<file path="config.mk">
export PLATFORM = sky130hd
export DESIGN_NAME = noc_input_port
export DESIGN_NICKNAME = d
export VERILOG_FILES = /design/src/rtl/noc_input_port.sv
export SDC_FILE = /design/constraint.sdc
export NUM_CORES = 1
export LEC_CHECK = 0
export ABC_AREA = 1
export CAP_MARGIN = 30
export CORE_ASPECT_RATIO = 0.5
export CORE_UTILIZATION = 50
export CTS_CLUSTER_SIZE = 12
export DETAILED_ROUTE_END_ITERATION = 8
export PLACE_DENSITY = 0.75
export SETUP_SLACK_MARGIN = 0.2
export SYNTH_ARGS = -nofsm -noshare
export SYNTH_HDL_FRONTEND = slang
export SYNTH_SLANG_ARGS = --single-unit
</file>
<file path="constraint.sdc">
create_clock -name clk -period 2.4 [get_ports clk]
set_input_delay 0.24 -clock clk [delete_from_list [all_inputs] [get_ports clk]]
set_output_delay 0.24 -clock clk [all_outputs]
set_load 0.03 [all_outputs]
</file>
<file path="src/rtl/noc_input_port.sv">
// noc_input_port: router input stage. Buffers flits arriving over the link in
// a DEPTH-entry circular FIFO, computes an XY route from each head flit, holds
// a switch request for the whole packet and returns one credit per flit drained.
//
// Ports:
//   clk, rst        clock, synchronous active-high reset
//   data_i/valid_i  flit from the upstream output port
//   credit_o        registered one-cycle credit pulse per pop (incl. drops)
//   req_o           registered one-hot output request {W,S,E,N,Local}
//   grant_i         switch grant for req_o, held until release_o
//   out_ready_i     granted output accepts a flit this cycle
//   data_o          FIFO head flit
//   flit_valid_o    data_o is popped to the switch this cycle (combinational)
//   release_o       tail flit pops this cycle (combinational)
//   error_o         sticky protocol error (overflow or headless body/tail)
module noc_input_port #(
    parameter int unsigned DEPTH = 5,
    parameter logic [2:0]  MY_X  = 3'd0,
    parameter logic [2:0]  MY_Y  = 3'd0
) (
    input  logic        clk,
    input  logic        rst,
    input  logic [15:0] data_i,
    input  logic        valid_i,
    output logic        credit_o,
    output logic [4:0]  req_o,
    input  logic        grant_i,
    input  logic        out_ready_i,
    output logic [15:0] data_o,
    output logic        flit_valid_o,
    output logic        release_o,
    output logic        error_o
);

    localparam int unsigned PTR_W = (DEPTH > 1) ? $clog2(DEPTH) : 1;
    localparam int unsigned CNT_W = $clog2(DEPTH + 1);
    localparam logic [PTR_W-1:0] LAST_PTR = PTR_W'(DEPTH - 1);
    localparam logic [CNT_W-1:0] FULL_CNT = CNT_W'(DEPTH);

    localparam logic [4:0] REQ_LOCAL = 5'b00001;
    localparam logic [4:0] REQ_N     = 5'b00010;
    localparam logic [4:0] REQ_E     = 5'b00100;
    localparam logic [4:0] REQ_S     = 5'b01000;
    localparam logic [4:0] REQ_W     = 5'b10000;

    typedef enum logic [1:0] {
        IDLE   = 2'd0,
        REQ    = 2'd1,
        ACTIVE = 2'd2
    } state_t;

    state_t            state;
    state_t            state_next;
    logic [15:0]       mem [DEPTH];
    logic [PTR_W-1:0]  wr_ptr;
    logic [PTR_W-1:0]  rd_ptr;
    logic [CNT_W-1:0]  count;
    logic [4:0]        req_next;
    logic              error_next;
    logic              push_c;
    logic              pop_c;
    logic              empty_c;
    logic              full_c;
    logic [15:0]       head_c;
    logic              head_is_head_c;
    logic              head_is_tail_c;
    logic [2:0]        dest_x_c;
    logic [2:0]        dest_y_c;
    logic [4:0]        route_c;

    // FIFO head decode; type bit 0 marks HEAD/HEAD+TAIL, bit 1 marks TAIL/HEAD+TAIL
    assign head_c         = mem[rd_ptr];
    assign data_o         = head_c;
    assign empty_c        = (count == '0);
    assign full_c         = (count == FULL_CNT);
    assign head_is_head_c = head_c[14];
    assign head_is_tail_c = head_c[15];
    assign dest_x_c       = head_c[13:11];
    assign dest_y_c       = head_c[10:8];

    // XY dimension-order route, X resolved first
    always_comb begin
        route_c = REQ_LOCAL;
        if (dest_x_c > MY_X) begin
            route_c = REQ_E;
        end else if (dest_x_c < MY_X) begin
            route_c = REQ_W;
        end else if (dest_y_c > MY_Y) begin
            route_c = REQ_N;
        end else if (dest_y_c < MY_Y) begin
            route_c = REQ_S;
        end
    end

    // State register
    always_ff @(posedge clk) begin
        if (rst) begin
            state <= IDLE;
        end else begin
            state <= state_next;
        end
    end

    // Next state, pop decision and combinational switch-side outputs
    always_comb begin
        state_next   = state;
        req_next     = req_o;
        error_next   = error_o;
        pop_c        = 1'b0;
        flit_valid_o = 1'b0;
        release_o    = 1'b0;
        case (state)
            IDLE: begin
                if (!empty_c) begin
                    if (head_is_head_c) begin
                        req_next   = route_c;
                        state_next = REQ;
                    end else begin
                        // Headless body/tail: drop it but still return its credit
                        pop_c      = 1'b1;
                        error_next = 1'b1;
                    end
                end
            end
            REQ: begin
                if (grant_i) begin
                    state_next = ACTIVE;
                end
            end
            ACTIVE: begin
                if (!empty_c && out_ready_i) begin
                    pop_c        = 1'b1;
                    flit_valid_o = 1'b1;
                    if (head_is_tail_c) begin
                        release_o  = 1'b1;
                        req_next   = '0;
                        state_next = IDLE;
                    end
                end
            end
            default: begin
                state_next = IDLE;
            end
        endcase
        // A full FIFO still accepts when the same cycle frees a slot
        push_c = valid_i && (!full_c || pop_c);
        if (valid_i && full_c && !pop_c) begin
            error_next = 1'b1;
        end
    end

    // Pointers, occupancy and registered outputs
    always_ff @(posedge clk) begin
        if (rst) begin
            wr_ptr   <= '0;
            rd_ptr   <= '0;
            count    <= '0;
            req_o    <= '0;
            credit_o <= 1'b0;
            error_o  <= 1'b0;
        end else begin
            if (push_c) begin
                wr_ptr <= (wr_ptr == LAST_PTR) ? '0 : wr_ptr + PTR_W'(1);
            end
            if (pop_c) begin
                rd_ptr <= (rd_ptr == LAST_PTR) ? '0 : rd_ptr + PTR_W'(1);
            end
            case ({push_c, pop_c})
                2'b10:   count <= count + CNT_W'(1);
                2'b01:   count <= count - CNT_W'(1);
                default: count <= count;
            endcase
            req_o    <= req_next;
            credit_o <= pop_c;
            error_o  <= error_next;
        end
    end

    // Flit storage; contents are don't-care until written
    always_ff @(posedge clk) begin
        if (push_c) begin
            mem[wr_ptr] <= data_i;
        end
    end

endmodule

</file>
Word-level counts from Yosys, hierarchy flattened
Memory sizes are Yosys's and may differ from the RTL's. A register that Yosys moved wholly into a read port is not among the register bits.
Index checks and enable logic that the tools add are counted.
Operators by class
  add/sub/neg operators: 4
  $lt $le $gt $ge: 4
  equality and inequality tests: 14
  muxes and demuxes: 34
  reduce and logical (&&, ||, !) cells: 16
Operators with widths (count)
  5-bit two-way mux: 6
  1-bit two-way mux: 13
  3-bit two-way mux: 4
  2-bit two-way mux: 5
  2-bit != test (second input constant): 5
  5-bit one-hot mux with 2 select lines: 1
  5-bit AND reduction: 2
  3-bit by 1-bit adder with 3-bit output (second input constant): 3
  3-bit equality test (second input constant): 3
  4-bit two-way mux: 2
  3-bit by 1-bit > comparator with 1-bit output (second input constant): 2
  3-bit by 1-bit less-than comparator with 1-bit output (second input constant): 2
  2-bit one-hot mux with 3 select lines: 1
  3-bit one-hot mux with 2 select lines: 1
  2-bit nonzero test: 3
  2-bit by 1-bit equality test with 1-bit output (second input constant): 2
  2-bit equality test (second input constant): 2
  1-bit logical AND: 4
  2-bit by 1-bit != test with 1-bit output (second input constant): 2
  1-bit logical NOT: 3
  3-bit logical NOT: 1
  3-bit AND reduction: 1
  3-bit by 1-bit subtractor with 3-bit output (second input constant): 1
  2-bit logical NOT: 1
  other kinds (2): 2
Word-level totals
  flip-flop bits (word level): 18
  bits in writable memories: 80
  bits of input ports: 21
  output and inout port bits: 25
  logic and storage cells: 80
  memories: 1
Memory list
  mem: words 5, width 16, rd ports 1, clocked after Yosys merged registers in 1, wr ports 1, RTL line 54  | logic [15:0] mem [DEPTH];

Logic depth before layout (Yosys ltp)
Gate-level depths: netlist of run 1.
  depth in word-level cells: 9
  mapped depth: 14
  gate-level depth less buffers: 14

Least setup slack after synthesis of run 1
Ideal clock, no wire load.
  kind: register to register
  from: register with a tool-made name
  to: memory mem[0][0] (enable)
  library setup time: 0.409 ns
  data arrival time: 2.296 ns
  required time: 1.991 ns
  path slack: -0.305 ns
  stages on the path, launching flop included: 11
  path buffers: 0
  clock period less this slack: 2.705 ns
  path through: dfxtp_1 > inv_2 > nand3_1 > nand2_1 > nand2_1 > nand4_1 > nand2_2 > inv_2 > nand2_2 > nand2_2 > nor3_1
RTL lines (RTL line)
  end, declared: 54

==> flow_summary_export.csv, run 1 <==
group,metric,value,unit
logic_synthesis,synthFlopType,"sky130_fd_sc_hd__edfxtp_1",
sta,finClkSkew,0.006331,ns
logic_synthesis,post_synth_inst_count,375,
critical_path,critPathArrivalTime,2.19,ns
logic_synthesis,synth_compound_area_frac,0.09116,
sta,grt_setup_unrepaired,"yes",
cts,h-tree-depth,3,
power,power_frac_clock,0.275,
global_route,grt_start_max_net_pins,25,
cts,worst_skew_pair.late_latency,0.34,ns
cts,cts.clk_slew.worst_paths,0.06,ns
critical_path,crit_fanout,16,
run,maxCapViolations,0,
power,power.density,1012,nW/um2
global_route,track_usage,0.2193,
cts,tritoncts_clock_tree,"built",
logic_synthesis,synthMostInstantiatedCell,"sky130_fd_sc_hd__nor2_1",
placed_design,place_hpwl,5569,um
cts,sink_count,99,
cells_and_area,nets,457,
critical_path,path_buf_inv,3,
detailed_routing,ant_nets,0,
floorplan,fp-row-count,22,
floorplan,die_w,129.5,um
power,pwr-share-seq,0.411,
critical_path,worst_path_dominant_cell_family,"simple AND/OR/NAND/NOR gates",
logic_synthesis,synth_area,4063,um2
floorplan,number_of_primary_i_o_pins,46,
critical_path,kind_of_end_point_of_the_critical_path,"flip-flop",
floorplan,initial_core_util,0.5347,
cells_and_area,utilization,0.6667,
global_route,first_pass_grt_wire_length,13400,um
logic_synthesis,synth.top_cell.area_share,0.5913,
critical_path,required,2.45,ns
critical_path,cp_cell_sequence,"buf_4, nand3_1, nand2_1, nand2_2, nand4_1, nand2_2, inv_2, nand2_2, nand2_4, nor3_4, buf_12",
detailed_routing,drt_iter0_markers,259,
placed_design,finalWeightedCongestion,0.8436,
detailed_routing,detail_route.first_pass.iterations,5,
sta,period_share,0.8920,
power,totalPowerFinal,5.126,mW
power,internal_cell_power,3.390,mW
logic_synthesis,seq_area_frac_synth,0.6849,
critical_path,slowest_stage,"sky130_fd_sc_hd__dfxtp_1",
power,comb_power_share,0.314,
power,netSwitchingFraction,0.3387,
sta,report.final.hold_viol_count,0,
critical_path,critical_path_type,"flip-flop to flip-flop",
logic_synthesis,synth.top_cells.by_count,"sky130_fd_sc_hd__nor2_1 (81), sky130_fd_sc_hd__edfxtp_1 (80), sky130_fd_sc_hd__nand2_1 (35), sky130_fd_sc_hd__inv_1 (34), sky130_fd_sc_hd__o21ai_1 (26)",
power,power.static_leakage,1.924,nW
logic_synthesis,post_synth_edffs,80,
global_route,grt-ovfl-total,0,
logic_synthesis,synth.mux.area_fraction,0,
global_route,antenna_found_initial,0,
cts,holdBufCountCts,0,
logic_synthesis,synth_top_area_cell,"sky130_fd_sc_hd__edfxtp_1",
cells_and_area,seq_area,2784,um2
logic_synthesis,synth_adder_area_share,0.01725,
sta,tns,0,ns
min_path,worst_hold_class,"flip-flop to flip-flop",
logic_synthesis,yosys_warnings,0,
cells_and_area,fillers,555,
sta,setup_violations,0,
logic_synthesis,synth_seq_cells,99,
status,status,"finished clean",
logic_synthesis,ys_async_sr_fraction,0,
critical_path,cpMostUsedCell,"sky130_fd_sc_hd__nand2_2",
floorplan,chipHeight,65.74,um
detailed_routing,route.detailed.wl_per_inst,15.78,um
logic_synthesis,synth_xor_xnor_area_share,0,
logic_synthesis,synthTopCellsByArea,"sky130_fd_sc_hd__edfxtp_1 (59%), sky130_fd_sc_hd__dfxtp_1 (9.4%), sky130_fd_sc_hd__nor2_1 (7.5%)",
cells_and_area,multi_input_area,1135,um2
detailed_routing,route.detailed.vias_per_inst,5.285,
detailed_routing,detail_route.wirelength,8571,um
cts,clock_path_buffers,2,
cells_and_area,area_growth,24.67,%
logic_synthesis,avgSynthCellArea,10.83,um2
cells_and_area,insertedDiodeCount,0,
sta,final_period_minus_worst_setup_slack,2.141,ns
cts,numCtsBuffers,9,
sta,fmax,467.1,MHz
floorplan,die_area,8512,um2
floorplan,fp.coreArea,7597,um2
detailed_routing,dr_total_vias,2870,
logic_synthesis,synth_simple_gate_area_frac,0.1531,
logic_synthesis,synth_cell_types,28,
critical_path,slowest_delay,0.33,ns
power,vdd.ir_drop.worst,0.6146,mV
cts,ctsRootBufferMaster,"sky130_fd_sc_hd__clkbuf_16",
sta,timing.final.max_slew_violations,0,
critical_path,startpoint_type,"flip-flop",
global_route,via_count_of_the_first_global_routing_pass,2762,
detailed_routing,drc,0,
cells_and_area,post_route_cells_drive_above_1_share,0.1218,
power,switching_power,1.737,mW
placed_design,port_buffers,43,
logic_synthesis,largest_family_of_logic_cells_by_synthesized_area,"simple AND/OR/NAND/NOR gates",
-- per-layer routing --
metal  GRT usage  vias up  share of wire  wire, um
li1            -     1385              -         -
met1      0.2704     1367           0.44      3763
met2      0.3629      100           0.48      4111
met3     0.08469       18          0.063       541
met4     0.06105        0          0.018       153
met5           0        -              0         0
-- power by group through the flow --
stage | Combinational [mW] | Clock, mW | Sequential, mW
4_1_cts | 1.53 | 1.42 | 2.10
2_1_floorplan | 0.968 | 0 | 2.18
5_1_grt | 1.76 | 1.50 | 2.12
3_3_place_gp | 1.54 | 0 | 2.13
3_5_place_dp | 1.59 | 0 | 2.14
6_report | 1.61 | 1.41 | 2.11
-- through the flow --
step,setup slack (ns),cells,cell area (um2),hold WS (ns)
after floorplan,0.1565,376,4089,0.3389
after global placement,0.3578,525,4723,0.4617
after detailed placement,0.2431,525,4723,0.4606
after CTS,0.2163,540,4999,0.4724
after global routing,0.1275,543,5065,0.5090
final,0.2592,543,5065,0.4708
-- path summary, 6_finish.rpt --
| path | start | endpoint | slack, ns | depth (start not counted) |
|---|---|---|---|---|
| worst max-delay path | flip-flop | mem[3][11] | 0.26 | 11 |
| worst min-delay path | req_o[2] | req_o[2] | 0.47 | 2 |
| worst max register to register | flip-flop | mem[3][11] | 0.26 | 11 |
| worst min register to register | req_o[2] | req_o[2] | 0.47 | 2 |
-- placed cells by master, fill, tap and decap left out, drive strengths merged, types with 3 or more instances in the layout --
| cell | Yosys | layout |
|---|---|---|
| nor2 | 81 | 81 |
| nand2 | 38 | 38 |
| ha | 4 | 4 |
| buf | 10 | 16 |
| or2 | 7 | 7 |
| dlygate4sd2 | 0 | 13 |
| nand4 | 3 | 3 |
| clkdlybuf4s50 | 0 | 25 |
| nand3 | 13 | 13 |
| dfxtp | 19 | 19 |
| nor3 | 5 | 5 |
| a21oi | 8 | 8 |
| o21ai | 51 | 51 |
| a31oi | 9 | 9 |
| edfxtp | 80 | 80 |
| inv | 38 | 40 |
| clkbuf | 3 | 9 |
-- kinds of logic (layout without fill, tap and decap cells) --
| group | Yosys count | after routing |
|---|---|---|
| adders and majority gates | 5 | 5 |
| AOI/OAI and AO/OA | 70 | 70 |
| buffers and inverters | 51 | 110 |
| other | 1 | 2 |
| and+or+nand+nor | 149 | 149 |
| DFF | 99 | 99 |
-- worst register-to-register path: cells and delay by family (launching register included) --
kind / cells / cell delay [ns]
buffers and inverters: 3 / 0.45
AND/OR/NAND/NOR: 8 / 1.07
flip-flops: 1 / 0.33
-- flip-flops by register name, indices dropped and copies added, names as in the netlist, named ones only --
name,count
mem,80
count,3
rd_ptr,3
req_o,3
wr_ptr,3
state,2
credit_o,1
error_o,1
-- repair_timing --
item / 4_1_cts / 5_1_grt
pin swaps: 0 / 2
resized for setup: 18 / 14
setup buffers: 0 / 3
endpoints found under the setup margin: 16 / 87
-- layout make-up --
type,count,area share
repair buffers,57,0.1136
inverters,38,0.02866
flip-flops and latches,99,0.5497
clock buffers,9,0.04447
well taps,108,0.02668
multi-input cells,226,0.2241
clock inverters,6,0.01285
(Power assumes the default switching activity.)
==> inputs of run 2 (changes only) <==
--- a/config.mk
+++ b/config.mk
@@ -11,6 +11,7 @@
 export CORE_UTILIZATION = 50
 export CTS_CLUSTER_SIZE = 12
 export DETAILED_ROUTE_END_ITERATION = 8
+export MAX_ROUTING_LAYER = met4
 export PLACE_DENSITY = 0.75
 export SETUP_SLACK_MARGIN = 0.2
 export SYNTH_ARGS = -nofsm -noshare
==> run 2 against run 1 <==
Critical path depth fell by 4. Cell count did not move. Sequential power about the same. Design area is essentially flat. Clock-buffer cell count stayed put. Sequential cell count is the same. Hold slack about the same. Via count grew 0.35%. Wire length shrank 0.58%. Largest cell class unchanged.
==> flow_summary_export.csv, run 2 (same netlist as run 1, synthesis figures left out) <==
group,metric,value,unit
status,status,"finished clean",
floorplan,die_w,129.5,um
critical_path,slowest_stage,"sky130_fd_sc_hd__dfxtp_2",
critical_path,timing.rr.end,"mem[3][11]",
detailed_routing,drc,0,
cts,cts.clk_slew.worst_paths,0.06,ns
sta,setup_ws,0.2748,ns
cts,sink_count,99,
detailed_routing,detail_route.wirelength,8521,um
cells_and_area,registers.top_by_ff_count,"mem",
critical_path,worst-r2r-cell-count,11,
sta,timing.final.max_slew_violations,0,
floorplan,number_of_primary_i_o_pins,46,
min_path,hold_path_depth,2,
power,power.static_leakage,1.923,nW
global_route,grt-ovfl-total,0,
sta,finClkSkew,0.005784,ns
cts,numCtsBuffers,9,
critical_path,slowest_delay,0.39,ns
sta,tns,0,ns
global_route,track_usage,0.2259,
placed_design,place_hpwl,5569,um
cts,tritoncts_clock_tree,"built",
placed_design,place.detailed.instances,525,
cts,h-tree-depth,3,
sta,final_period_minus_worst_setup_slack,2.125,ns
power,vdd.ir_drop.worst,0.6126,mV
placed_design,dp_worst_setup_slack,0.2431,ns
critical_path,crit_fanout,16,
cells_and_area,post_route_cells_drive_above_1_share,0.1218,
min_path,worst_hold_class,"flip-flop to flip-flop",
min_path,worstHoldEndpoint,"req_o[2]",
cts,ctsRootBufferMaster,"sky130_fd_sc_hd__clkbuf_16",
critical_path,ff2ff_setup_slack,0.28,ns
detailed_routing,dr_total_vias,2880,
cells_and_area,area_growth,24.70,%
cells_and_area,fillers,554,
sta,grt_setup_unrepaired,"yes",
sta,report.final.hold_viol_count,0,
cts,clock_path_buffers,2,
critical_path,critical_path_type,"flip-flop to primary output",
placed_design,port_buffers,43,
cells_and_area,finish.instance_area,5066,um2
critical_path,cpMostUsedCell,"sky130_fd_sc_hd__o21ai_1",
global_route,antenna_found_initial,0,
cells_and_area,layoutNonFillerInstCount,543,
placed_design,dpl_cell_area,4723,um2
cells_and_area,seq_area,2784,um2
min_path,timing.hold.worst.start,"req_o[2]",
placed_design,finalWeightedCongestion,0.8567,
detailed_routing,ant_nets,0,
sta,period_share,0.8855,
floorplan,fp.coreArea,7597,um2
cells_and_area,insertedDiodeCount,0,
sta,post_route_worst_hold_slack,0.4707,ns
sta,setup_violations,0,
detailed_routing,route.detailed.wl_per_inst,15.69,um
floorplan,chipHeight,65.74,um
floorplan,die_area,8512,um2
cells_and_area,nets,457,
detailed_routing,detail_route.first_pass.iterations,5,
sta,fmax,470.5,MHz
power,totalPowerFinal,5.124,mW
cells_and_area,layout_common_cells,"sky130_fd_sc_hd__nor2_1 (80), sky130_fd_sc_hd__edfxtp_1 (80), sky130_fd_sc_hd__inv_1 (34), sky130_fd_sc_hd__nand2_1 (33), sky130_fd_sc_hd__clkdlybuf4s50_1 (25)",
cells_and_area,largest_reg_flops,80,
cts,worst_skew_pair.late_latency,0.34,ns
cts,holdBufCountCts,0,
global_route,grt_start_max_net_pins,25,
critical_path,startpoint_type,"flip-flop",
power,power.density,1011,nW/um2
run,maxCapViolations,0,
detailed_routing,drt_iter0_markers,271,
floorplan,initial_core_util,0.5347,
cells_and_area,multi_input_area,1135,um2
cells_and_area,utilization,0.6668,
global_route,first_pass_grt_wire_length,13410,um
critical_path,required,2.16,ns
floorplan,fp-row-count,22,
critical_path,kind_of_end_point_of_the_critical_path,"primary output",
global_route,via_count_of_the_first_global_routing_pass,2756,
detailed_routing,route.detailed.vias_per_inst,5.304,
critical_path,critPathArrivalTime,1.89,ns
critical_path,cp_cell_sequence,"inv_2, buf_4, o21ai_1, o21ai_1, o21ai_2, nor2_1, dlygate4sd2_1",
[run 2: area by class of cell]
| cell class | count | share of cell area |
|---|---|---|
| Sequential cell | 99 | 0.5495 |
| Clock inverter | 6 | 0.01284 |
| Inverter | 38 | 0.02865 |
| Multi-Input combinational cell | 226 | 0.2240 |
| Timing Repair Buffer | 57 | 0.1139 |
| Tap cell | 108 | 0.02667 |
| Clock buffer | 9 | 0.04446 |
[run 2: worst max path at each step]
stage	start	to	slack, ns
after global routing	flip-flop	mem[3][12]	0.13
after CTS	flip-flop	mem[3][10]	0.22
after detailed placement	flip-flop	mem[3][3]	0.24
after global placement	flip-flop	mem[3][3]	0.36
final	flip-flop	release_o	0.27
after floorplan	flip-flop	mem[0][0]	0.16
[run 2: what timing repair did]
item / in CTS / in global routing
pin swaps: 0 / 2
buffers inserted: 0 / 3
endpoints found under the setup margin: 16 / 88
gates resized for setup: 18 / 15
[run 2: routing by layer]
metal  vias to the layer above  wire length (um)  GRT usage
li1                       1385                 -          -
met1                      1369              3711     0.2742
met2                       108              4103     0.3622
met3                        18               559    0.08062
met4                         0               146    0.06105
met5                         -                 0          -
[run 2: worst max-delay path: cells and delay by family, from the launching register on]
kind	cells	cell delay, ns
compound gates	3	0.47
flops	1	0.39
simple gates	1	0.06
buf+inv	3	0.62
[run 2: power breakdown]
part / switching [mW] / internal [mW] / total (mW)
clock network: 0.606 / 0.805 / 1.41
logic: 1.05 / 0.562 / 1.61
registers: 0.0808 / 2.02 / 2.10
total: 1.73 / 3.39 / 5.12
==> inputs of run 3 (changes only) <==
--- a/config.mk
+++ b/config.mk
@@ -8,6 +8,7 @@
 export ABC_AREA = 1
 export CAP_MARGIN = 30
 export CORE_ASPECT_RATIO = 0.5
+export CORE_MARGIN = 4
 export CORE_UTILIZATION = 50
 export CTS_CLUSTER_SIZE = 12
 export DETAILED_ROUTE_END_ITERATION = 8
==> run 3 against run 2 <==
Fmax increased by 0.75%. Via count up 0.42%. Combinational power about the same. Non-clock buffer count is 1 lower. Wire length increased by 2.4%. Sequential cell count is the same. Clock-buffer cell count is the same. Global-route usage decreased by 2.9 points. Clock skew rose by 0.0019 ns. Worst setup slack better by 0.016 ns. Die area increased by 14%. Clock power is essentially flat.
==> flow_summary_export.csv, run 3 (same netlist as run 1, synthesis figures left out) <==
group,metric,value,unit
status,status,"finished clean",
critical_path,worst_path_dominant_cell_family,"buffers and inverters",
cts,h-tree-depth,3,
cells_and_area,fillers,571,
detailed_routing,ant_nets,0,
global_route,grt-ovfl-total,0,
power,power.density,1010,nW/um2
global_route,grt_start_max_net_pins,25,
sta,setup_violations,0,
sta,final_period_minus_worst_setup_slack,2.109,ns
floorplan,number_of_primary_i_o_pins,46,
placed_design,place_hpwl,5936,um
floorplan,chipHeight,71.74,um
cts,worst_skew_pair.late_latency,0.34,ns
placed_design,port_buffers,43,
critical_path,path_buf_inv,4,
global_route,track_usage,0.1974,
critical_path,critical_path_type,"flip-flop to primary output",
critical_path,slowest_delay,0.40,ns
cells_and_area,nets,456,
floorplan,die_w,135.5,um
detailed_routing,detail_route.wirelength,8727,um
critical_path,crit_fanout,12,
cts,ctsRootBufferMaster,"sky130_fd_sc_hd__clkbuf_16",
detailed_routing,route.detailed.vias_per_inst,5.326,
critical_path,cpMostUsedCell,"sky130_fd_sc_hd__o21ai_1",
critical_path,timing.rr.end,"mem[3][3]",
sta,timing.final.max_slew_violations,0,
detailed_routing,drt_iter0_markers,238,
cells_and_area,area_growth,24.02,%
global_route,antenna_found_initial,0,
critical_path,ff2ff_setup_slack,0.29,ns
global_route,via_count_of_the_first_global_routing_pass,2843,
sta,fmax,474.1,MHz
cts,numCtsBuffers,9,
power,vdd.ir_drop.worst,0.5492,mV
min_path,worst_hold_class,"flip-flop to flip-flop",
sta,post_route_worst_hold_slack,0.4738,ns
critical_path,startpoint_type,"flip-flop",
cts,tritoncts_clock_tree,"built",
power,totalPowerFinal,5.087,mW
floorplan,fp-row-count,22,
cts,holdBufCountCts,0,
cells_and_area,insertedDiodeCount,0,
detailed_routing,drc,0,
sta,report.final.hold_viol_count,0,
critical_path,slowest_stage,"sky130_fd_sc_hd__dfxtp_2",
critical_path,kind_of_end_point_of_the_critical_path,"primary output",
floorplan,initial_core_util,0.5347,
sta,grt_setup_unrepaired,"yes",
detailed_routing,dr_total_vias,2892,
cells_and_area,finish.instance_area,5039,um2
sta,period_share,0.8789,
critical_path,cp_cell_sequence,"inv_4, buf_4, o21ai_1, nand2_1, o21ai_1, inv_1, dlygate4sd2_1",
critical_path,required,2.16,ns
run,maxCapViolations,0,
critical_path,worst-r2r-cell-count,11,
cells_and_area,largest_reg_flops,80,
global_route,first_pass_grt_wire_length,14120,um
sta,finClkSkew,0.007722,ns
critical_path,cp_num_cells,7,
cells_and_area,layout_common_cells,"sky130_fd_sc_hd__nor2_1 (80), sky130_fd_sc_hd__edfxtp_1 (80), sky130_fd_sc_hd__nand2_1 (35), sky130_fd_sc_hd__inv_1 (34), sky130_fd_sc_hd__clkdlybuf4s50_1 (25)",
cells_and_area,utilization,0.6632,
critical_path,critPathArrivalTime,1.87,ns
critical_path,critical_path.endpoint,"data_o[8]",
cells_and_area,registers.top_by_ff_count,"mem",
detailed_routing,detail_route.first_pass.iterations,4,
cts,sink_count,99,
placed_design,finalWeightedCongestion,0.8161,
cells_and_area,post_route_cells_drive_above_1_share,0.1287,
floorplan,die_area,9719,um2
sta,tns,0,ns
placed_design,dpl_cell_area,4728,um2
floorplan,fp.coreArea,7597,um2
detailed_routing,route.detailed.wl_per_inst,16.07,um
cts,cts.clk_slew.worst_paths,0.06,ns
cts,clock_path_buffers,2,
power,power.static_leakage,1.911,nW
-- run 3: changes by cell type in the layout (fill, tap and decap cells not counted), moves of 2 or more --
cell	previous run	this run
sky130_fd_sc_hd__nand2_1	33	35
sky130_fd_sc_hd__clkbuf_2	0	5
sky130_fd_sc_hd__clkinv_1	0	2
sky130_fd_sc_hd__clkdlybuf4s15_1	3	1
sky130_fd_sc_hd__nand2_2	4	2
sky130_fd_sc_hd__dlygate4sd2_1	12	9
-- run 3: how the worst min path moves through the flow --
stage               startpoint         to  slack (ns)  cells past startpoint
finish                req_o[2]   req_o[2]        0.47                      2
global route          req_o[2]   req_o[2]        0.53                      2
detailed placement    req_o[2]   req_o[2]        0.47                      2
global placement      req_o[2]   req_o[2]        0.46                      2
floorplan            data_i[0]  mem[0][0]        0.34                      0
CTS                   req_o[2]   req_o[2]        0.48                      2
-- run 3: report_power, final --
group          leakage [nW]  switching, mW  internal (mW)
combinational         0.882           1.04          0.537
sequential            0.887         0.0845           2.02
clock                 0.141          0.594          0.803
total                  1.91           1.72           3.36
-- run 3: metrics by stage --
stage | worst slack [ns] | cells
floorplan | 0.1565 | 376
global placement | 0.3164 | 526
detailed placement | 0.1442 | 526
CTS | 0.1756 | 542
global route | 0.1425 | 543
finish | 0.2907 | 543
-- run 3: area by class of cell --
class	count	area [um2]	share of cell area
flip-flops and latches	99	2784	0.5525
multi-input cells	226	1132	0.2247
repair buffers	56	546.8	0.1085
clock buffers	9	225.2	0.04470
inverters	38	147.6	0.02930
well taps	108	135.1	0.02682
clock inverters	7	67.56	0.01341
-- run 3: routing by layer --
layer,GRT usage,share of wire,up-vias
li1,-,-,1387
met1,0.2338,0.43,1396
met2,0.3276,0.49,100
met3,0.06171,0.064,9
met4,0.06034,0.0095,0
met5,-,0,-
-- run 3: timing repair --
item,4_1_cts,5_1_grt
pin swaps,0,1
resized for setup,19,18
setup buffers,0,1
endpoints found under the setup margin,79,90
-- run 3: worst register-to-register path, stage by stage, from the launching register on --
cell,delay [ns]
sky130_fd_sc_hd__dfxtp_1,0.34
sky130_fd_sc_hd__buf_4,0.20
sky130_fd_sc_hd__nand3_1,0.12
sky130_fd_sc_hd__nand2_1,0.07
sky130_fd_sc_hd__nand2_1,0.11
sky130_fd_sc_hd__nand4_1,0.15
sky130_fd_sc_hd__nand2_2,0.14
sky130_fd_sc_hd__inv_2,0.05
sky130_fd_sc_hd__nand2_2,0.11
sky130_fd_sc_hd__nand2_4,0.13
sky130_fd_sc_hd__nor3_4,0.21
sky130_fd_sc_hd__buf_12,0.19
